--- src/rtl/sipo_deser_param_pkg.sv ---
// Shared types and defaults for the parametrised serial-to-parallel deserialiser.
package sipo_deser_param_pkg;

  typedef enum logic [0:0] {
    S_IDLE    = 1'b0,
    S_COLLECT = 1'b1
  } state_t;

  localparam int unsigned DEF_WIDTH = 8;
  localparam int unsigned DEF_LANES = 1;
  localparam int unsigned DEF_DEPTH = 16;

  // Index width that stays at least one bit for degenerate sizes.
  function automatic int unsigned clog2_min1(input int unsigned n);
    return (n <= 1) ? 1 : $clog2(n);
  endfunction

endpackage

--- src/rtl/sipo_deser_param_fifo_sync_fwft.sv ---
// Single-clock show-ahead FIFO; head word drives rdata_c, zero when empty.
module sipo_deser_param_fifo_sync_fwft #(
  parameter int unsigned WIDTH = 8,
  parameter int unsigned DEPTH = 16
) (
  input  logic                      clk_i,
  input  logic                      rst_i,
  input  logic                      flush_i,
  input  logic                      push,
  input  logic [WIDTH-1:0]          wdata,
  input  logic                      pop,
  output logic                      full_c,
  output logic                      empty_c,
  output logic [WIDTH-1:0]          rdata_c,
  output logic [$clog2(DEPTH):0]    count_c
);

  localparam int unsigned AW = $clog2(DEPTH);

  logic [WIDTH-1:0] mem [DEPTH];
  logic [AW:0]      wr_ptr;
  logic [AW:0]      rd_ptr;
  logic             do_push;
  logic             do_pop;

  // Extra pointer MSB distinguishes full from empty when the indices match.
  always_comb begin
    empty_c = (wr_ptr == rd_ptr);
    full_c  = (wr_ptr[AW] != rd_ptr[AW]) && (wr_ptr[AW-1:0] == rd_ptr[AW-1:0]);
    do_push = push && !full_c;
    do_pop  = pop && !empty_c;
    rdata_c = empty_c ? '0 : mem[rd_ptr[AW-1:0]];
    count_c = wr_ptr - rd_ptr;
  end

  always_ff @(posedge clk_i) begin
    if (rst_i || flush_i) begin
      wr_ptr <= '0;
      rd_ptr <= '0;
    end else begin
      if (do_push) wr_ptr <= wr_ptr + (AW+1)'(1);
      if (do_pop)  rd_ptr <= rd_ptr + (AW+1)'(1);
    end
  end

  always_ff @(posedge clk_i) begin
    if (do_push && !rst_i && !flush_i) mem[wr_ptr[AW-1:0]] <= wdata;
  end

endmodule

--- src/rtl/sipo_deser_param.sv ---
// Serial-to-parallel deserialiser: LANES-bit beats packed into WIDTH-bit words, buffered in a FIFO.
module sipo_deser_param
  import sipo_deser_param_pkg::*;
#(
  parameter int unsigned WIDTH     = DEF_WIDTH,
  parameter int unsigned LANES     = DEF_LANES,
  parameter int unsigned DEPTH     = DEF_DEPTH,
  parameter bit          MSB_FIRST = 1'b0
) (
  input  logic                      clk_i,
  input  logic                      rst_i,
  input  logic                      flush_i,
  input  logic [LANES-1:0]          data_i,
  input  logic                      valid_i,
  output logic                      ready_o,
  output logic [WIDTH-1:0]          data_o,
  output logic                      valid_o,
  input  logic                      ready_i,
  output logic [$clog2(DEPTH):0]    count_o
);

  localparam int unsigned BEATS = WIDTH / LANES;
  localparam int unsigned CW    = clog2_min1(BEATS);
  localparam int unsigned OW    = clog2_min1(WIDTH);
  localparam logic [CW-1:0]    LAST      = CW'(BEATS - 1);
  localparam logic [WIDTH-1:0] LANE_MASK = WIDTH'((64'd1 << LANES) - 64'd1);

  state_t           state;
  logic [CW-1:0]    cnt;
  logic [WIDTH-1:0] sreg;

  logic             last_c;
  logic             accept_c;
  logic             push_c;
  logic             fifo_full_c;
  logic             fifo_empty_c;
  logic [OW-1:0]    idx_c;
  logic [OW-1:0]    off_c;
  logic [WIDTH-1:0] base_c;
  logic [WIDTH-1:0] word_c;

  // Last beat is only refused while the FIFO has no room for the finished word.
  always_comb begin
    last_c   = (cnt == LAST);
    ready_o  = !rst_i && !flush_i && !(last_c && fifo_full_c);
    accept_c = valid_i && ready_o;
    push_c   = accept_c && last_c;
  end

  // Current beat merged into the partial word at its lane slot.
  always_comb begin
    idx_c  = OW'(cnt) * OW'(LANES);
    off_c  = MSB_FIRST ? (OW'(WIDTH - LANES) - idx_c) : idx_c;
    base_c = (state == S_IDLE) ? '0 : sreg;
    word_c = (base_c & ~(LANE_MASK << off_c)) | (WIDTH'(data_i) << off_c);
  end

  always_ff @(posedge clk_i) begin
    if (rst_i || flush_i) begin
      state <= S_IDLE;
      cnt   <= '0;
      sreg  <= '0;
    end else if (accept_c) begin
      if (last_c) begin
        state <= S_IDLE;
        cnt   <= '0;
        sreg  <= '0;
      end else begin
        state <= S_COLLECT;
        cnt   <= cnt + CW'(1);
        sreg  <= word_c;
      end
    end
  end

  sipo_deser_param_fifo_sync_fwft #(
    .WIDTH (WIDTH),
    .DEPTH (DEPTH)
  ) u_fifo (
    .clk_i   (clk_i),
    .rst_i   (rst_i),
    .flush_i (flush_i),
    .push    (push_c),
    .wdata   (word_c),
    .pop     (ready_i),
    .full_c  (fifo_full_c),
    .empty_c (fifo_empty_c),
    .rdata_c (data_o),
    .count_c (count_o)
  );

  assign valid_o = !fifo_empty_c;

endmodule

--- config.mk ---
export PLATFORM = sky130hd
export DESIGN_NAME = sipo_deser_param
export DESIGN_NICKNAME = d
export VERILOG_FILES = /design/src/rtl/sipo_deser_param_pkg.sv /design/src/rtl/sipo_deser_param_fifo_sync_fwft.sv /design/src/rtl/sipo_deser_param.sv
export SDC_FILE = /design/constraint.sdc
export NUM_CORES = 1
export LEC_CHECK = 0
export BUFFER_PORTS_ARGS = -buffer_cell sky130_fd_sc_hd__buf_4
export CAP_MARGIN = 5
export CORE_MARGIN = 5
export CORE_UTILIZATION = 60
export DETAILED_ROUTE_END_ITERATION = 7
export HOLD_SLACK_MARGIN = 0.15
export PLACE_DENSITY = 0.77
export SLEW_MARGIN = 10
export SYNTH_ARGS = -nofsm -noshare
export SYNTH_HDL_FRONTEND = slang
export SYNTH_HIERARCHICAL = 1
export SYNTH_SLANG_ARGS = --single-unit
--- constraint.sdc ---
create_clock -name clk_i -period 4.4 [get_ports clk_i]
set_input_delay 1.1 -clock clk_i [delete_from_list [all_inputs] [get_ports clk_i]]
set_output_delay 1.1 -clock clk_i [all_outputs]
set_load 0.02 [all_outputs]
==> results.sh <==
export IMPL_routedWlPerCell_um=22.4
export IMPL_yosysSeqAreaShare_pct=66.3
export IMPL_max_slew_margin_pct=39.0
export IMPL_rsz0062_at_grt="false"
export IMPL_worst_setup_path_end_kind="output pin"
export IMPL_async_flop_share_pct=0
export IMPL_cts_max_path_buffers=2
export IMPL_die_w_um=115
export IMPL_globalRouteOverflowTotal=0
export IMPL_fillers=694
export IMPL_hold_worst_slack_ns=0.475
export IMPL_avgSynthCellArea_um2=16.7
export IMPL_startpoint_type="flip-flop"
export IMPL_die_y_um=115
export IMPL_fin_crit_sh_pct=89.4
export IMPL_drv_cap=0
export IMPL_synth_top_cell_by_area="edfxtp_1"
export IMPL_cts_root_buffer="clkbuf_8"
export IMPL_ys_ff_latch=154
export IMPL_routed_via_count=3560
export IMPL_drcViolationCount=0
export IMPL_detail_route_antenna_nets=0
export IMPL_diodes=0
export IMPL_r2r_cells=8
export IMPL_worstPathMaxFanout=11
export IMPL_met1Wirelength_um=5580
export IMPL_die_area_um2=13200
export IMPL_dr_wl_met2_um=6320
export IMPL_setup_tns_ns=0
export IMPL_finalPower_w=0.00294
export IMPL_synth_edff_count=128
export IMPL_slowest_stage="nor2_1"
export IMPL_grt_pass1_vias=3609
export IMPL_cellLeakagePower_nw=2.39
export IMPL_hold_depth=1
export IMPL_syn_inst=394
export IMPL_mostFrequentLayoutCell="edfxtp_1"
export IMPL_synth_ff_type="edfxtp_1"
export IMPL_ios=21
export IMPL_yosys_warnings=6
export IMPL_syn_area_um2=6580
export IMPL_cp_cell_sequence="ha_1, nand4_1, nor2_1, a211oi_1, buf_4"
export IMPL_synth_cell_types=52
export IMPL_antenna_found_initial=0
export IMPL_grt_pass1_wl_um=20300
export IMPL_path_clk_slew_ns=0.06
export IMPL_hold_path_class="flip-flop to flip-flop"
export IMPL_peakVddDrop_v=0.000259
export IMPL_hold_path_end="sreg[6]$_SDFFE_PP0P_"
export IMPL_drive_gt1_share_pct=21.5
export IMPL_place_hpwl_um=8070
export IMPL_arrival_ns=2.83
export IMPL_htree_levels=4
export IMPL_hold_violations=0
export IMPL_p_sw_share_pct=19.3
export IMPL_fmax_mhz=254
export IMPL_cts_buffers=17
export IMPL_p_clk_share_pct=45.5
export IMPL_grt_max_degree=33
export IMPL_period_needed_ns=3.93
export IMPL_critical_path_max_stage_delay_ns=0.76
export IMPL_worst_slack_ns=0.467
export IMPL_worst_pin_slew_ns=0.914
export IMPL_synth_top_area_share_pct=58.4
export IMPL_nNetsFinal=446
export IMPL_crit_family="simple AND/OR/NAND/NOR gates"
export IMPL_utilization_pct=68.7
export IMPL_cts_setup_buffers=0
export IMPL_drt_wl_total_um=12900
export IMPL_routed_via_density=6.17
export IMPL_start_util_pct=60.9
export IMPL_status="complete, no violations"
export IMPL_finalMaxSlewViolations=0
export IMPL_switchingPower_w=0.000568
export IMPL_r2r_end="u_fifo/mem[7][3]$_DFFE_PP_"
export IMPL_area_growth_synth_to_final_pct=12.6
export IMPL_synth_nets=416
export IMPL_grt_use_total_pct=21.4
export IMPL_cts_resized_gates=0
export IMPL_wl_met3_um=869
export IMPL_multi_input_area_um2=2040
export IMPL_crit_type="flip-flop to output pin"
export IMPL_final_cell_mix="128 x edfxtp_1, 31 x buf_4, 30 x nor2_1"
export IMPL_cts_hold_buf=0
export IMPL_p_seq_share_pct=53.3
export IMPL_powerDensity_nw_per_um2=397
export IMPL_seq_area_um2=4360
export IMPL_top_layer_used="met4"
export IMPL_cts_sinks=154
export IMPL_cts_tree="yes"
export IMPL_cp_num_buf_inv=1
export IMPL_hp_start="sreg[6]$_SDFFE_PP0P_"
export IMPL_power_internal_w=0.00238
export IMPL_drtIter0Drc=275
export IMPL_clock_skew_ns=0.0142
export IMPL_num_rows=38
export IMPL_p_comb_share_pct=1.2
export IMPL_core_um2=10800
export IMPL_pre_cts_slack_ns=0.739
export IMPL_setup_viol=0
export IMPL_critPathRequiredTime_ns=3.30
export IMPL_first_pass_iters=5
export IMPL_r2r_slack_ns=0.85
export IMPL_synth_area_leaders="edfxtp_1 58%, dfxtp_1 7.9%, mux4_2 7.9%, mux4_1 3.6%, ha_1 2.9%"
export IMPL_r2r_start="u_fifo/wr_ptr[2]$_SDFFE_PP0P_"
export IMPL_io_buffers=20
export IMPL_clkLatencyLatePin_ns=0.52
export IMPL_gp_congestion=0.775
[worst max path at each step]
stage / start / to / depth (start not counted)
floorplan: flush_i / u_fifo/mem[3][0]$_DFFE_PP_ / 6
global placement: flush_i / u_fifo/mem[14][4]$_DFFE_PP_ / 6
detailed placement: flush_i / u_fifo/mem[7][0]$_DFFE_PP_ / 6
CTS: flip-flop / data_o[1] / 5
global route: u_fifo/wr_ptr[2]$_SDFFE_PP0P_ / data_o[7] / 5
finish: u_fifo/wr_ptr[2]$_SDFFE_PP0P_ / data_o[7] / 5
[cells by family after synthesis]
kind of cell / after synthesis / share of synthesized area (%)
AO/OA/AOI/OAI: 54 / 6.33
XOR/XNOR: 12 / 1.60
adder cells (fa/ha/maj): 16 / 3.16
buffers and inverters: 33 / 2.82
flip-flops: 154 / 66.3
multiplexers: 42 / 13.0
AND/OR/NAND/NOR: 83 / 6.75
[flip-flops by register name, indices dropped and copies added (netlist names), named ones only]
signal,count
cnt,3
sreg,8
u_fifo/mem,128
u_fifo/rd_ptr,5
u_fifo/wr_ptr,5
state,1
[worst reg2reg max path: cells and delay by family (launching register included)]
family	cells	cell delay (ns)
compound gates	1	0.38
simple gates	6	1.77
flops	1	0.65
fa+ha+maj	1	0.38
[Yosys cell counts (2+ instances only)]
cell type  number
a22o_1          4
buf_6           3
edfxtp_1      128
o32ai_2         2
and3_1          2
ha_1           15
o211ai_1        5
buf_4           4
a21o_1          2
nand2_1         9
a21oi_1         8
a22o_2          3
mux4_1          9
clkbuf_1        5
xor2_1          5
dfxtp_1        26
nor3_1          5
mux2i_1        10
buf_2           5
nor2_1         30
and2b_2         2
nor2b_1        11
o21ai_1         2
xnor2_1         7
o22ai_1         2
nand2b_1        4
nand4_1         4
a211oi_1       17
nand3_1         4
o21ai_0         2
a32o_1          3
inv_1          13
mux4_2         23
and2_1          2
[routing by layer]
layer	track usage (%)	up-vias
met3	5.55	14
met4	7.20	0
met1	30.1	1804
li1	-	1602
met5	0	-
met2	33.2	140
[cell type report]
class                           count  area share [%]
Inverter                           13           0.659
Tap cell                          140            2.36
Timing Repair Buffer               31            3.14
Sequential cell                   154            58.9
Clock inverter                     13            1.72
Clock buffer                       19            5.69
Multi-Input combinational cell    207            27.5
[power by group through the flow]
stage	sequential, W	combinational, W	clock [W]
floorplan	0.00160	0.0000228	0
global placement	0.00160	0.0000342	0
detailed placement	0.00160	0.0000351	0
CTS	0.00157	0.0000356	0.00136
global route	0.00157	0.0000398	0.00144
finish	0.00157	0.0000357	0.00134
[metrics by stage]
step / cells / cell area (um2)
after floorplan: 394 / 6580
after global placement: 545 / 6850
after detailed placement: 545 / 6850
after CTS: 577 / 7400
after global routing: 577 / 7410
final: 577 / 7410
(Power assumes the default switching activity.)
